[config.mk]
export PLATFORM = sky130hd
export DESIGN_NAME = regfile_write_arbiter
export DESIGN_NICKNAME = d
export VERILOG_FILES = /design/src/rtl/regfile_pkg.sv /design/src/rtl/round_robin_arbiter.sv /design/src/rtl/regfile_write_arbiter.sv
export SDC_FILE = /design/constraint.sdc
export NUM_CORES = 1
export LEC_CHECK = 0
export ABC_AREA = 1
export CORE_AREA = 8 8 123 125
export DETAILED_ROUTE_END_ITERATION = 8
export DIE_AREA = 0 0 131 133
export PLACE_DENSITY = 0.71
export SLEW_MARGIN = 20
export SYNTH_ARGS = -nofsm -noshare
export SYNTH_HDL_FRONTEND = slang
export SYNTH_SLANG_ARGS = --single-unit
[constraint.sdc]
create_clock -name clock -period 3.4 [get_ports clock]
set_input_delay 0.68 -clock clock [delete_from_list [all_inputs] [get_ports clock]]
set_output_delay 0.68 -clock clock [all_outputs]
set_load 0.02 [all_outputs]
[src/rtl/regfile_pkg.sv]
// ----------------------------------------------------------------------------
// regfile_pkg
// Purpose : Shared constants and types for the register-file write path.
//           ADDR_WIDTH / DATA_WIDTH give the default register-file geometry,
//           ZERO_REG is the hard-wired zero register that is never written,
//           and wr_entry_t is one buffered write (address plus data).
// Ports   : none (package)
// ----------------------------------------------------------------------------
package regfile_pkg;

    localparam int ADDR_WIDTH = 5;
    localparam int DATA_WIDTH = 32;

    // Register 0 reads as zero, so writes aimed at it are dropped.
    localparam int ZERO_REG = 0;

    typedef struct packed {
        logic [ADDR_WIDTH-1:0] address;
        logic [DATA_WIDTH-1:0] data;
    } wr_entry_t;

endpackage

[src/rtl/round_robin_arbiter.sv]
// ----------------------------------------------------------------------------
// round_robin_arbiter
// Purpose : Picks one requester per cycle. The search begins at rr_ptr and
//           wraps around; the first asserted request wins. rr_ptr moves to
//           the slot after the winner only when the grant is taken up
//           (accept_i), so an unserved winner keeps its priority.
// Ports   : clock     - clock, state updates on posedge
//           reset     - asynchronous active-high reset (rr_ptr -> 0)
//           req_i     - request vector, one bit per requester
//           accept_i  - the granted requester completed a transfer
//           grant_o   - one-hot grant (all zero when nobody requests)
// ----------------------------------------------------------------------------
module round_robin_arbiter #(
    parameter int NUM_REQ = 2
) (
    input  logic               clock,
    input  logic               reset,
    input  logic [NUM_REQ-1:0] req_i,
    input  logic               accept_i,
    output logic [NUM_REQ-1:0] grant_o
);

    localparam int PTR_W = (NUM_REQ > 1) ? $clog2(NUM_REQ) : 1;

    logic [PTR_W-1:0] rr_ptr_q;
    logic [PTR_W-1:0] rr_ptr_d;
    logic [PTR_W-1:0] idx;
    logic             found;

    // Walk the requesters starting at rr_ptr and grant the first active one.
    // The pointer that would follow this grant is computed alongside.
    always_comb begin
        grant_o  = '0;
        rr_ptr_d = rr_ptr_q;
        found    = 1'b0;
        idx      = '0;
        for (int k = 0; k < NUM_REQ; k++) begin
            idx = PTR_W'((int'(rr_ptr_q) + k) % NUM_REQ);
            if (!found && req_i[idx]) begin
                found        = 1'b1;
                grant_o[idx] = 1'b1;
                rr_ptr_d     = PTR_W'((int'(idx) + 1) % NUM_REQ);
            end
        end
    end

    // Priority only rotates once a transfer actually happens.
    always_ff @(posedge clock or posedge reset) begin
        if (reset) begin
            rr_ptr_q <= '0;
        end else if (accept_i) begin
            rr_ptr_q <= rr_ptr_d;
        end
    end

endmodule

[src/rtl/regfile_write_arbiter.sv]
// ----------------------------------------------------------------------------
// regfile_write_arbiter
// Purpose : Shares the single register-file write port between NUM_REQ
//           writeback requesters. A round-robin arbiter picks one requester
//           per cycle; accepted writes land in a 2-entry FIFO that drains one
//           entry per cycle into the register file unless 'hold' is high.
//           Writes to register 0 complete their handshake but are dropped.
// Ports   : clock, reset       - clock and asynchronous active-high reset
//           req_valid          - requester i presents a write
//           req_ready          - requester i's write is accepted this cycle
//           req_address        - flattened addresses, slice i = requester i
//           req_data           - flattened data, slice i = requester i
//           hold               - freeze commits to the register file
//           write_enabled      - register-file write enable
//           write_address      - register-file write address (0 when empty)
//           write_data         - register-file write data (0 when empty)
//           pending_count      - number of buffered writes, 0..2
//           idle               - buffer empty and no request pending
// Config  : REGFILE_WRITE_ARBITER_FORWARD_EN adds two combinational lookup
//           ports (lookup_address_N -> lookup_hit_N / lookup_data_N) that
//           return the youngest buffered write to a given register.
// ----------------------------------------------------------------------------
module regfile_write_arbiter #(
    parameter int NUM_REQ    = 2,
    parameter int ADDR_WIDTH = regfile_pkg::ADDR_WIDTH,
    parameter int DATA_WIDTH = regfile_pkg::DATA_WIDTH
) (
    input  logic                          clock,
    input  logic                          reset,
    input  logic [NUM_REQ-1:0]            req_valid,
    output logic [NUM_REQ-1:0]            req_ready,
    input  logic [NUM_REQ*ADDR_WIDTH-1:0] req_address,
    input  logic [NUM_REQ*DATA_WIDTH-1:0] req_data,
    input  logic                          hold,
`ifdef REGFILE_WRITE_ARBITER_FORWARD_EN
    input  logic [ADDR_WIDTH-1:0]         lookup_address_1,
    input  logic [ADDR_WIDTH-1:0]         lookup_address_2,
    output logic                          lookup_hit_1,
    output logic                          lookup_hit_2,
    output logic [DATA_WIDTH-1:0]         lookup_data_1,
    output logic [DATA_WIDTH-1:0]         lookup_data_2,
`endif
    output logic                          write_enabled,
    output logic [ADDR_WIDTH-1:0]         write_address,
    output logic [DATA_WIDTH-1:0]         write_data,
    output logic [1:0]                    pending_count,
    output logic                          idle
);

    import regfile_pkg::*;

    typedef struct packed {
        logic [ADDR_WIDTH-1:0] address;
        logic [DATA_WIDTH-1:0] data;
    } entry_t;

    localparam logic [ADDR_WIDTH-1:0] ZERO_ADDR = ADDR_WIDTH'(ZERO_REG);

    // Slot 0 is always the head (oldest); slot 1 is only meaningful at count 2.
    entry_t     entry_q [2];
    entry_t     entry_d [2];
    logic [1:0] count_q;
    logic [1:0] count_d;

    logic [NUM_REQ-1:0] grant;
    logic               popEn;
    logic               space;
    logic               transfer;
    logic               pushEn;
    entry_t             selEntry;

    round_robin_arbiter #(
        .NUM_REQ (NUM_REQ)
    ) u_arbiter (
        .clock    (clock),
        .reset    (reset),
        .req_i    (req_valid),
        .accept_i (transfer),
        .grant_o  (grant)
    );

    // A slot opens up either because the FIFO is not full or because the head
    // leaves this same cycle, which is what sustains one write per cycle.
    always_comb begin
        popEn     = (count_q != 2'd0) && !hold;
        space     = (count_q < 2'd2) || popEn;
        req_ready = grant & {NUM_REQ{space}};
        transfer  = |(req_valid & req_ready);
    end

    // Pick the granted requester's slice. Writes to register 0 still finish
    // their handshake but never enter the FIFO.
    always_comb begin
        selEntry = '0;
        for (int i = 0; i < NUM_REQ; i++) begin
            if (grant[i]) begin
                selEntry.address = req_address[i*ADDR_WIDTH +: ADDR_WIDTH];
                selEntry.data    = req_data[i*DATA_WIDTH +: DATA_WIDTH];
            end
        end
        pushEn = transfer && (selEntry.address != ZERO_ADDR);
    end

    // Pop shifts slot 1 down to the head first; the push then lands in the
    // first free slot after the pop, which keeps acceptance order intact.
    always_comb begin
        entry_d[0] = entry_q[0];
        entry_d[1] = entry_q[1];
        count_d    = count_q;
        if (popEn) begin
            entry_d[0] = entry_q[1];
            count_d    = count_d - 2'd1;
        end
        if (pushEn) begin
            entry_d[count_d[0]] = selEntry;
            count_d             = count_d + 2'd1;
        end
    end

    // Reset empties the FIFO asynchronously so nothing buffered ever commits.
    always_ff @(posedge clock or posedge reset) begin
        if (reset) begin
            entry_q[0] <= '0;
            entry_q[1] <= '0;
            count_q    <= 2'd0;
        end else begin
            entry_q[0] <= entry_d[0];
            entry_q[1] <= entry_d[1];
            count_q    <= count_d;
        end
    end

    // Write port is driven straight from the head; zeros when nothing is queued.
    always_comb begin
        write_enabled = popEn;
        write_address = (count_q != 2'd0) ? entry_q[0].address : '0;
        write_data    = (count_q != 2'd0) ? entry_q[0].data : '0;
        pending_count = count_q;
        idle          = (count_q == 2'd0) && !(|req_valid);
    end

`ifdef REGFILE_WRITE_ARBITER_FORWARD_EN
    // Returns {hit, data}. Slot 1 is checked last so the younger write wins.
    function automatic logic [DATA_WIDTH:0] lookupEntry(
        input logic [ADDR_WIDTH-1:0] addr,
        input entry_t                head,
        input entry_t                tail,
        input logic [1:0]            count
    );
        logic [DATA_WIDTH:0] result;
        result = '0;
        if (addr != ZERO_ADDR) begin
            if ((count != 2'd0) && (head.address == addr)) begin
                result = {1'b1, head.data};
            end
            if ((count == 2'd2) && (tail.address == addr)) begin
                result = {1'b1, tail.data};
            end
        end
        return result;
    endfunction

    // Forwarding view of the buffered writes for the hazard logic.
    always_comb begin
        {lookup_hit_1, lookup_data_1} =
            lookupEntry(lookup_address_1, entry_q[0], entry_q[1], count_q);
        {lookup_hit_2, lookup_data_2} =
            lookupEntry(lookup_address_2, entry_q[0], entry_q[1], count_q);
    end
`endif

endmodule
* Word level (Yosys, flattened, before mapping) *
Index checks and enable logic that the tools add are counted.

word-level totals
  register bits after elaboration = 77
  input port bits = 79
  output and inout port bits = 43
  word-level logic and storage cells = 63

cells by class
  $add $sub $neg = 4
  order comparisons = 7
  muxes and demuxes = 24
  bitwise logic cells = 4
  reduce and logical (&&, ||, !) cells = 18

operator list
  kind                                                                           number
  37-bit 2-to-1 mux                                                              4
  74-bit bitwise mux                                                             1
  74-bit 2-to-1 mux                                                              1
  37-bit demux with 1-bit select                                                 1
  32-bit 2-to-1 mux                                                              1
  1-bit 2-to-1 mux                                                               9
  2-bit 2-to-1 mux                                                               4
  1-bit logical AND                                                              7
  5-bit 2-to-1 mux                                                               1
  5-bit nonzero test                                                             1
  2-bit AND                                                                      2
  1-bit by 2-bit less-than comparator with 1-bit output (second input constant)  2
  2-bit nonzero test                                                             2
  2-bit OR reduction                                                             2
  1-bit zero test                                                                3
  1-bit adder (second input constant)                                            2
  2-bit by 1-bit adder with 2-bit output (second input constant)                 1
  1-bit demux with 1-bit select                                                  2
  1-bit greater-or-equal comparator (second input constant)                      2
  2-bit greater-or-equal comparator (second input constant)                      1
  2-bit zero test                                                                1
  2-bit by 1-bit less-than comparator with 1-bit output (second input constant)  1
  2-bit less-than comparator (second input constant)                             1
  1-bit inverter with 2-bit output                                               1
  4 further kinds                                                                4

* Logic depth before layout (Yosys ltp) *
Gate-level depths: netlist (run 1).

  word-level depth = 12
  gate-level depth with buffers = 15
  gate-level depth less buffers = 11

* Modules after synthesis *
From an unflattened synthesis (run 1), not the netlist that was laid out.

second synthesis, totals
  cells, all modules = 726
  area, all modules = 4657.0 um^2

by module, submodules not included
  module                 instances  cells an instance  area an instance (um^2)  sequential area each (um^2)
  regfile_write_arbiter  1          717                4593.2                   1901.8
  round_robin_arbiter    1          9                  63.8                     25.0

* Least setup slack after synthesis (run 1) *
OpenSTA, ideal clock, no wires.

  kind = input-to-reg
  start = input port req_valid[0]
  end = register entry_q[0] (netlist name)
  library setup time = 82 ps
  arrival time = 2550 ps
  data required time = 3318 ps
  setup slack = 768 ps
  cell stages on the path = 15
  path buffers = 5
  cell sequence = buf_4 nand2_2 nand2_2 o21ai_2 inv_2 nand3_2 nand2_1 buf_4 buf_6 inv_2 ha_1 clkbuf_1 clkbuf_1 nor2_1 a31oi_1

on the way
  word-level cells in the longest chain between the ends = 10
  elaborated cells between the ends (all ways) = 18
  those cells by class = mux: 10; bitwise: 3; reduce/logical: 5

RTL lines
  what                                                      RTL line                                                   text
  start: declaration                                        regfile_write_arbiter.sv:30                                input logic [NUM_REQ-1:0] req_valid,
  1-bit 2-to-1 mux (not written as such) (2 in a row)       round_robin_arbiter.sv:39                                  if (!found && req_i[idx]) begin
  1-bit 2-to-1 mux                                          round_robin_arbiter.sv:39
  1-bit zero test                                           round_robin_arbiter.sv:39
  1-bit logical AND                                         round_robin_arbiter.sv:39
  2-bit 2-to-1 mux                                          round_robin_arbiter.sv:39
  37-bit 2-to-1 mux or 2-bit AND (tied branches)            regfile_write_arbiter.sv:96, regfile_write_arbiter.sv:87
  37-bit 2-to-1 mux or 2-bit AND (tied branches)            regfile_write_arbiter.sv:96, regfile_write_arbiter.sv:88
  5-bit nonzero test or 2-bit OR reduction (tied branches)  regfile_write_arbiter.sv:101, regfile_write_arbiter.sv:88
  1-bit logical AND                                         regfile_write_arbiter.sv:101                               pushEn = transfer && (selEntry.address != ZERO_ADDR);
  end: declaration                                          regfile_write_arbiter.sv:60                                entry_t entry_q [2];

Parallel ways exist; a longest one is shown, timed or not. The select of a mux whose other input is x is not followed.
A chain may end at the register's enable or synchronous reset.

* Worst setup path in the final report (run 1) *
  start = register count_q[1], in the netlist pending_count[1]
  end = output port req_ready[0]

on the way
  word-level cells in the longest chain between the ends = 4
  elaborated cells between the ends (all ways) = 5
  those cells by class = order compare: 1; bitwise: 1; reduce/logical: 3

RTL lines
  what                                                                                RTL line                      text
  start: declaration                                                                  regfile_write_arbiter.sv:62   logic [1:0] count_q;
  start signal: assignment                                                            regfile_write_arbiter.sv:129  count_q <= count_d;
  parallel branches: the longest is 2 deep, another holds 2-bit less-than comparator  n/a
  1-bit logical OR *                                                                  regfile_write_arbiter.sv:86   space = (count_q < 2'd2) || popEn;
  2-bit AND *                                                                         regfile_write_arbiter.sv:87   req_ready = grant & {NUM_REQ{space}};
  end: declaration                                                                    regfile_write_arbiter.sv:31   output logic [NUM_REQ-1:0] req_ready,

Every way passes the cells marked *.

==> flow_summary.toml, run 1 <==
[status]
status = "finished, final reports clean"

[global_route]
grt_pass1_vias = 4656
grt_max_degree = 79
gr-total-overflow = 0
grt_pass1_wl_mm = 22.4
antenna_found_initial = 0
grt_usage = 0.160

[critical_path]
reg2reg_from = "pending_count[0]"
crit_slowest_cell = "clkdlybuf4s50_1"
crit_top_cell = "nor2_1"
worstRegToRegCells = 10
r2r_end = "entry_q[58]"
critPathArrivalTime_ns = 2.37
crit_chain = "inv_1 -> ha_2 -> nor2_4 -> nor2_1 -> nor2_1 -> clkdlybuf4s50_1"
crit_buf_inv = 2
critPathMaxFanout = 10
start_kind = "flip-flop"
path_class = "reg -> out"
crit_family = "buffers and inverters"
crit_path_end_kind = "output pin"
critPathRequiredTime_ns = 2.72
critPathMaxStageDelay_ns = 0.56
startpoint = "pending_count[1]"
r2r_slack_ns = 0.75

[sta]
fin_setup_tns_ns = 0
slew_viol_final = 0
setup-violations-final = 0
grt_setup_unrepaired = "false"
fin_crit_sh = 0.898
relSlewSlack = 0.462
final.setup_skew_ns = 0.00670
worstMarginPinSlew_ns = 0.806
fmax_ghz = 0.328
min_period_ns = 3.05
finalHoldViolCount = 0

[synthesis]
syn_area_per_cell_um2 = 6.48
yosysUniqueCellTypes = 21
synth.cell_area_um2 = 4660
synthCells = 719
ys.warnings.count = 0
yosysSeqAreaShare = 0.414
synthesis.nets = 800
ys_seq_elements = 77

[clocking]
cts_buffers = 9
cts_max_path_buffers = 2
cts_root_buf = "clkbuf_16"
path_clk_slew_ns = 0.06
cts_tree = "done"
htree_num_levels = 3
clock-sinks = 77
post_cts_resized = 0
hold_buffers = 0
cts_setup_buffers = 0
clkLatencyLatePin_ns = 0.33

[placed_design]
dp_hpwl_mm = 9.05
port_buffers = 121
place.gp.congestion = 0.739
place_area_um2 = 6020

[drt]
dr.first_iter.drc_count = 301
vias_per_cell = 4.73
ant_nets = 0
via_count = 4715
drc = 0
wire_per_inst_um = 13.8
dr.pass1.iters = 4
finalWirelength_mm = 13.8

[final_layout]
drive_gt1_frac = 0.0537
final_area_um2 = 6300
insertedDiodeCount = 0
fill_cells = 1330
area_delta_synth_final_pct = 35.2
finalNetCount = 897

[floorplan]
die_x_um = 131
dieArea_um2 = 17400
rows = 42
core_area_um2 = 13100
die_h_um = 133
io_pins = 122
initial_core_util = 0.356

[hold_path]
holdPathStages = 2
holdCritPathClass = "reg -> reg"
hp-start = "entry_q[35]"
holdPathEnd = "entry_q[35]"

[job]
max-cap-violations = 0

[power]
ir_drop_v = 0.000367
leakage_nw = 3.14
power_per_cell_area_nw_per_um2 = 960
[flip-flops by register name, summed over array words and instances (netlist names)]
name                flops
pending_count           2
entry_q                74
u_arbiter.rr_ptr_q      1
[how the worst max path moves through the flow]
stage / end / slack (ns) / depth (start not counted)
after CTS: write_data[14] / 0.33 / 5
after global routing: write_enabled / 0.25 / 5
after global placement: req_ready[1] / 0.36 / 5
after detailed placement: req_ready[1] / 0.38 / 5
final: req_ready[0] / 0.35 / 6
after floorplan: entry_q[0] / 0.75 / 1
[worst register-to-register path: stages, from the launching register on]
cell	delay (ns)
dfrtp_1	0.47
inv_1	0.08
ha_2	0.29
nor2_4	0.17
buf_12	0.31
xor2_4	0.41
inv_2	0.39
nand2_1	0.19
nand2_1	0.08
nand3_1	0.09
nand2_1	0.06
[power by group]
part / internal, mW / leakage, nW / switching (mW)
logic: 1.33 / 2.07 / 2.23
clock network: 0.550 / 0.139 / 0.353
registers: 1.38 / 0.924 / 0.195
[through the flow]
stage | utilization | hold slack (ns) | std cells | setup WS, ns | power [mW]
floorplan | - | 0.489 | 719 | 0.753 | 4.00
global placement | 0.460 | 0.501 | 981 | 0.363 | 5.12
detailed placement | 0.460 | 0.511 | 981 | 0.377 | 5.18
CTS | 0.481 | 0.524 | 996 | 0.330 | 6.13
global route | 0.481 | 0.537 | 996 | 0.249 | 6.61
finish | 0.481 | 0.519 | 996 | 0.347 | 6.05
[metal layers]
| metal | vias up | track usage | wire (µm) |
|---|---|---|---|
| met1 | 2123 | 0.208 | 6160 |
| li1 | 2435 | - | - |
| met3 | 11 | 0.0366 | 1020 |
| met2 | 146 | 0.256 | 6420 |
| met5 | - | 0 | 0 |
| met4 | 0 | 0.0498 | 149 |
[cell families (layout without fill, tap and decap cells)]
family | count (synthesis) | count (layout) | share of synthesized area
adder cells (fa/ha/maj) | 2 | 2 | 0.00537
AND/OR/NAND/NOR | 455 | 455 | 0.384
XOR/XNOR | 1 | 1 | 0.00349
flip-flops | 77 | 77 | 0.414
AO/OA/AOI/OAI | 83 | 83 | 0.100
buffers and inverters | 101 | 202 | 0.0935
[Yosys cell counts]
cell / n / share of area
nand2_1: 321 / 0.26
nor2_1: 82 / 0.066
dfrtp_1: 77 / 0.41
inv_1: 48 / 0.039
nand3_1: 47 / 0.050
a31oi_1: 32 / 0.043
o21ai_0: 32 / 0.034
buf_2: 24 / 0.026
clkbuf_1: 17 / 0.014
o21ai_1: 10 / 0.011
a21oi_1: 6 / 0.0064
inv_2: 6 / 0.0048
buf_4: 5 / 0.0081
nand2_2: 3 / 0.0040
a21oi_2: 2 / 0.0038
ha_1: 2 / 0.0054
buf_6: 1 / 0.0024
nand3_2: 1 / 0.0021
nor2_4: 1 / 0.0024
o21ai_2: 1 / 0.0019
xor2_2: 1 / 0.0035
[final cells by class]
cell class	count	area [µm²]	area share
timing repair buffer	133	1340	0.213
clock buffer	14	274	0.0435
clock inverter	1	5.00	0.000795
sequential	77	1930	0.306
inverter	54	204	0.0324
multi-input combinational	541	2330	0.370
tap	176	220	0.0350
[cell usage in the layout (no fill, tap or decap), types with 3 or more instances in the layout]
cell type          n
nand2_1          320
clkdlybuf4s50_1  121
nor2_1            82
dfrtp_1           77
inv_1             47
nand3_1           47
a31oi_1           32
o21ai_0           32
o21ai_1           10
clkbuf_16          9
buf_4              9
inv_2              6
a21oi_1            6
nand2_2            4
clkbuf_8           3
buf_12             3
Power figures use the tool's default switching activity.
==> run 2: changes to the inputs <==
--- a/config.mk
+++ b/config.mk
@@ -6,10 +6,10 @@
 export NUM_CORES = 1
 export LEC_CHECK = 0
 export ABC_AREA = 1
-export CORE_AREA = 8 8 123 125
+export CORE_AREA = 8 8 146 148
 export DETAILED_ROUTE_END_ITERATION = 8
-export DIE_AREA = 0 0 131 133
-export PLACE_DENSITY = 0.71
+export DIE_AREA = 0 0 154 156
+export PLACE_DENSITY = 0.56
 export SLEW_MARGIN = 20
 export SYNTH_ARGS = -nofsm -noshare
 export SYNTH_HDL_FRONTEND = slang
==> flow_summary.toml, run 2 (synthesis gave the netlist of run 1 again) <==
[drt]
wl_met2_mm = 7.04
dr.first_iter.drc_count = 222
via_count = 4773
ant_nets = 0
vias_per_cell = 4.49
drc = 0
met1_length_mm = 6.88
wl_met3_um = 822
topRoutingLayerUsed = "met4"
wire_per_inst_um = 14.0
dr.pass1.iters = 4
finalWirelength_mm = 14.9

[clocking]
post_cts_resized = 0
cts_max_path_buffers = 2
cts_tree = "done"
cts_setup_buffers = 0
path_clk_slew_ns = 0.06
htree_num_levels = 3
cts_root_buf = "clkbuf_16"
clkLatencyLatePin_ns = 0.34
cts_buffers = 9
hold_buffers = 0
clock-sinks = 77

[global_route]
grt_pass1_vias = 4651
gr-total-overflow = 0
grt_pass1_wl_mm = 24.2
antenna_found_initial = 0
grt_max_degree = 73
grt_usage = 0.126

[critical_path]
start_kind = "primary input"
reg2reg_from = "pending_count[0]"
critPathArrivalTime_ns = 2.37
r2r_slack_ns = 0.96
worstRegToRegCells = 12
critPathRequiredTime_ns = 2.72
crit_slowest_cell = "clkdlybuf4s50_1"
critPathMaxFanout = 8
critPathMaxStageDelay_ns = 0.63
crit_chain = "clkdlybuf4s50_1 -> nand2_2 -> nand2_2 -> nor2_1 -> clkdlybuf4s50_1"
crit_path_end_kind = "output pin"
path_class = "in -> out"
r2r_end = "entry_q[27]"

[status]
status = "finished, final reports clean"

[power]
leakage_nw = 3.18
ir_drop_v = 0.000438
power_per_cell_area_nw_per_um2 = 970

[final_layout]
largest_register_ffs = 74
drive_gt1_frac = 0.0606
layout.cells.non_filler = 1063
area_delta_synth_final_pct = 38.3
top_register = "entry_q"
insertedDiodeCount = 0
layout_commonest_cell = "nand2_1"
finalNetCount = 901
final_cell_mix = "320 x nand2_1, 121 x clkdlybuf4s50_1, 82 x nor2_1"

[placed_design]
place.gp.congestion = 0.732
dp_cells = 1047
dp_hpwl_mm = 9.95
port_buffers = 121

[job]
max-cap-violations = 0

[floorplan]
io_pins = 122
core_area_um2 = 19100
initial_core_util = 0.244
die_x_um = 154
rows = 51
dieArea_um2 = 24000
die_h_um = 156

[sta]
fmax_ghz = 0.328
grt_setup_unrepaired = "false"
relSlewSlack = 0.532
min_period_ns = 3.05
setup-violations-final = 0
finalHoldViolCount = 0
fin_setup_tns_ns = 0
worstMarginPinSlew_ns = 0.702
slew_viol_final = 0
final.setup_skew_ns = 0.00541
fin_crit_sh = 0.897

[hold_path]
holdPathEnd = "entry_q[34]"
holdPathStages = 2
hp-start = "entry_q[34]"
holdCritPathClass = "reg -> reg"
run 2: cell types whose count changed in the layout (fill, tap and decap cells not counted), sizes merged:
cell,change
buf,+4
bufinv,+2
clkbuf,-2
clkinv,+1
run 2: layout make-up:
cell class | count | area, µm²
Sequential cell | 77 | 1930
Tap cell | 238 | 298
Clock inverter | 4 | 70.1
Fill cell | 2047 | 12600
Inverter | 54 | 204
Multi-Input combinational cell | 541 | 2330
Timing Repair Buffer | 137 | 1360
Clock buffer | 12 | 256
run 2: where the power goes:
group	switching, mW	leakage [nW]	internal [mW]
clock network	0.388	0.163	0.681
logic	2.26	2.09	1.35
registers	0.189	0.924	1.38
run 2: how the worst max path moves through the flow:
| stage | endpoint | startpoint | slack (ns) | cells after the start |
|---|---|---|---|---|
| 2_1_floorplan | entry_q[0] | reset | 0.75 | 1 |
| 3_3_place_gp | req_ready[1] | hold | 0.37 | 5 |
| 3_5_place_dp | req_ready[1] | req_valid[0] | 0.36 | 5 |
| 4_1_cts | req_ready[1] | pending_count[0] | 0.32 | 6 |
| 5_1_grt | req_ready[1] | pending_count[0] | 0.23 | 6 |
| 6_report | req_ready[1] | req_valid[0] | 0.35 | 5 |
run 2: through the flow:
stage | instance area, µm² | worst slack (ns) | hold slack [ns] | total power, mW | utilization
floorplan | 4660 | 0.753 | 0.489 | 4.00 | -
global placement | 6110 | 0.372 | 0.503 | 5.23 | 0.320
detailed placement | 6110 | 0.357 | 0.511 | 5.26 | 0.320
CTS | 6440 | 0.316 | 0.525 | 6.37 | 0.338
global route | 6440 | 0.228 | 0.558 | 6.84 | 0.338
finish | 6440 | 0.349 | 0.523 | 6.25 | 0.338
run 2: layer usage:
layer  track usage  vias up
met2         0.209      112
met1         0.157     2210
li1              -     2440
met4        0.0411        0
met5             0        -
met3        0.0324       11
run 2: critical path, delay by kind of cell:
kind / cells / cell delay, ns
AND/OR/NAND/NOR: 3 / 0.49
buffers and inverters: 2 / 1.19
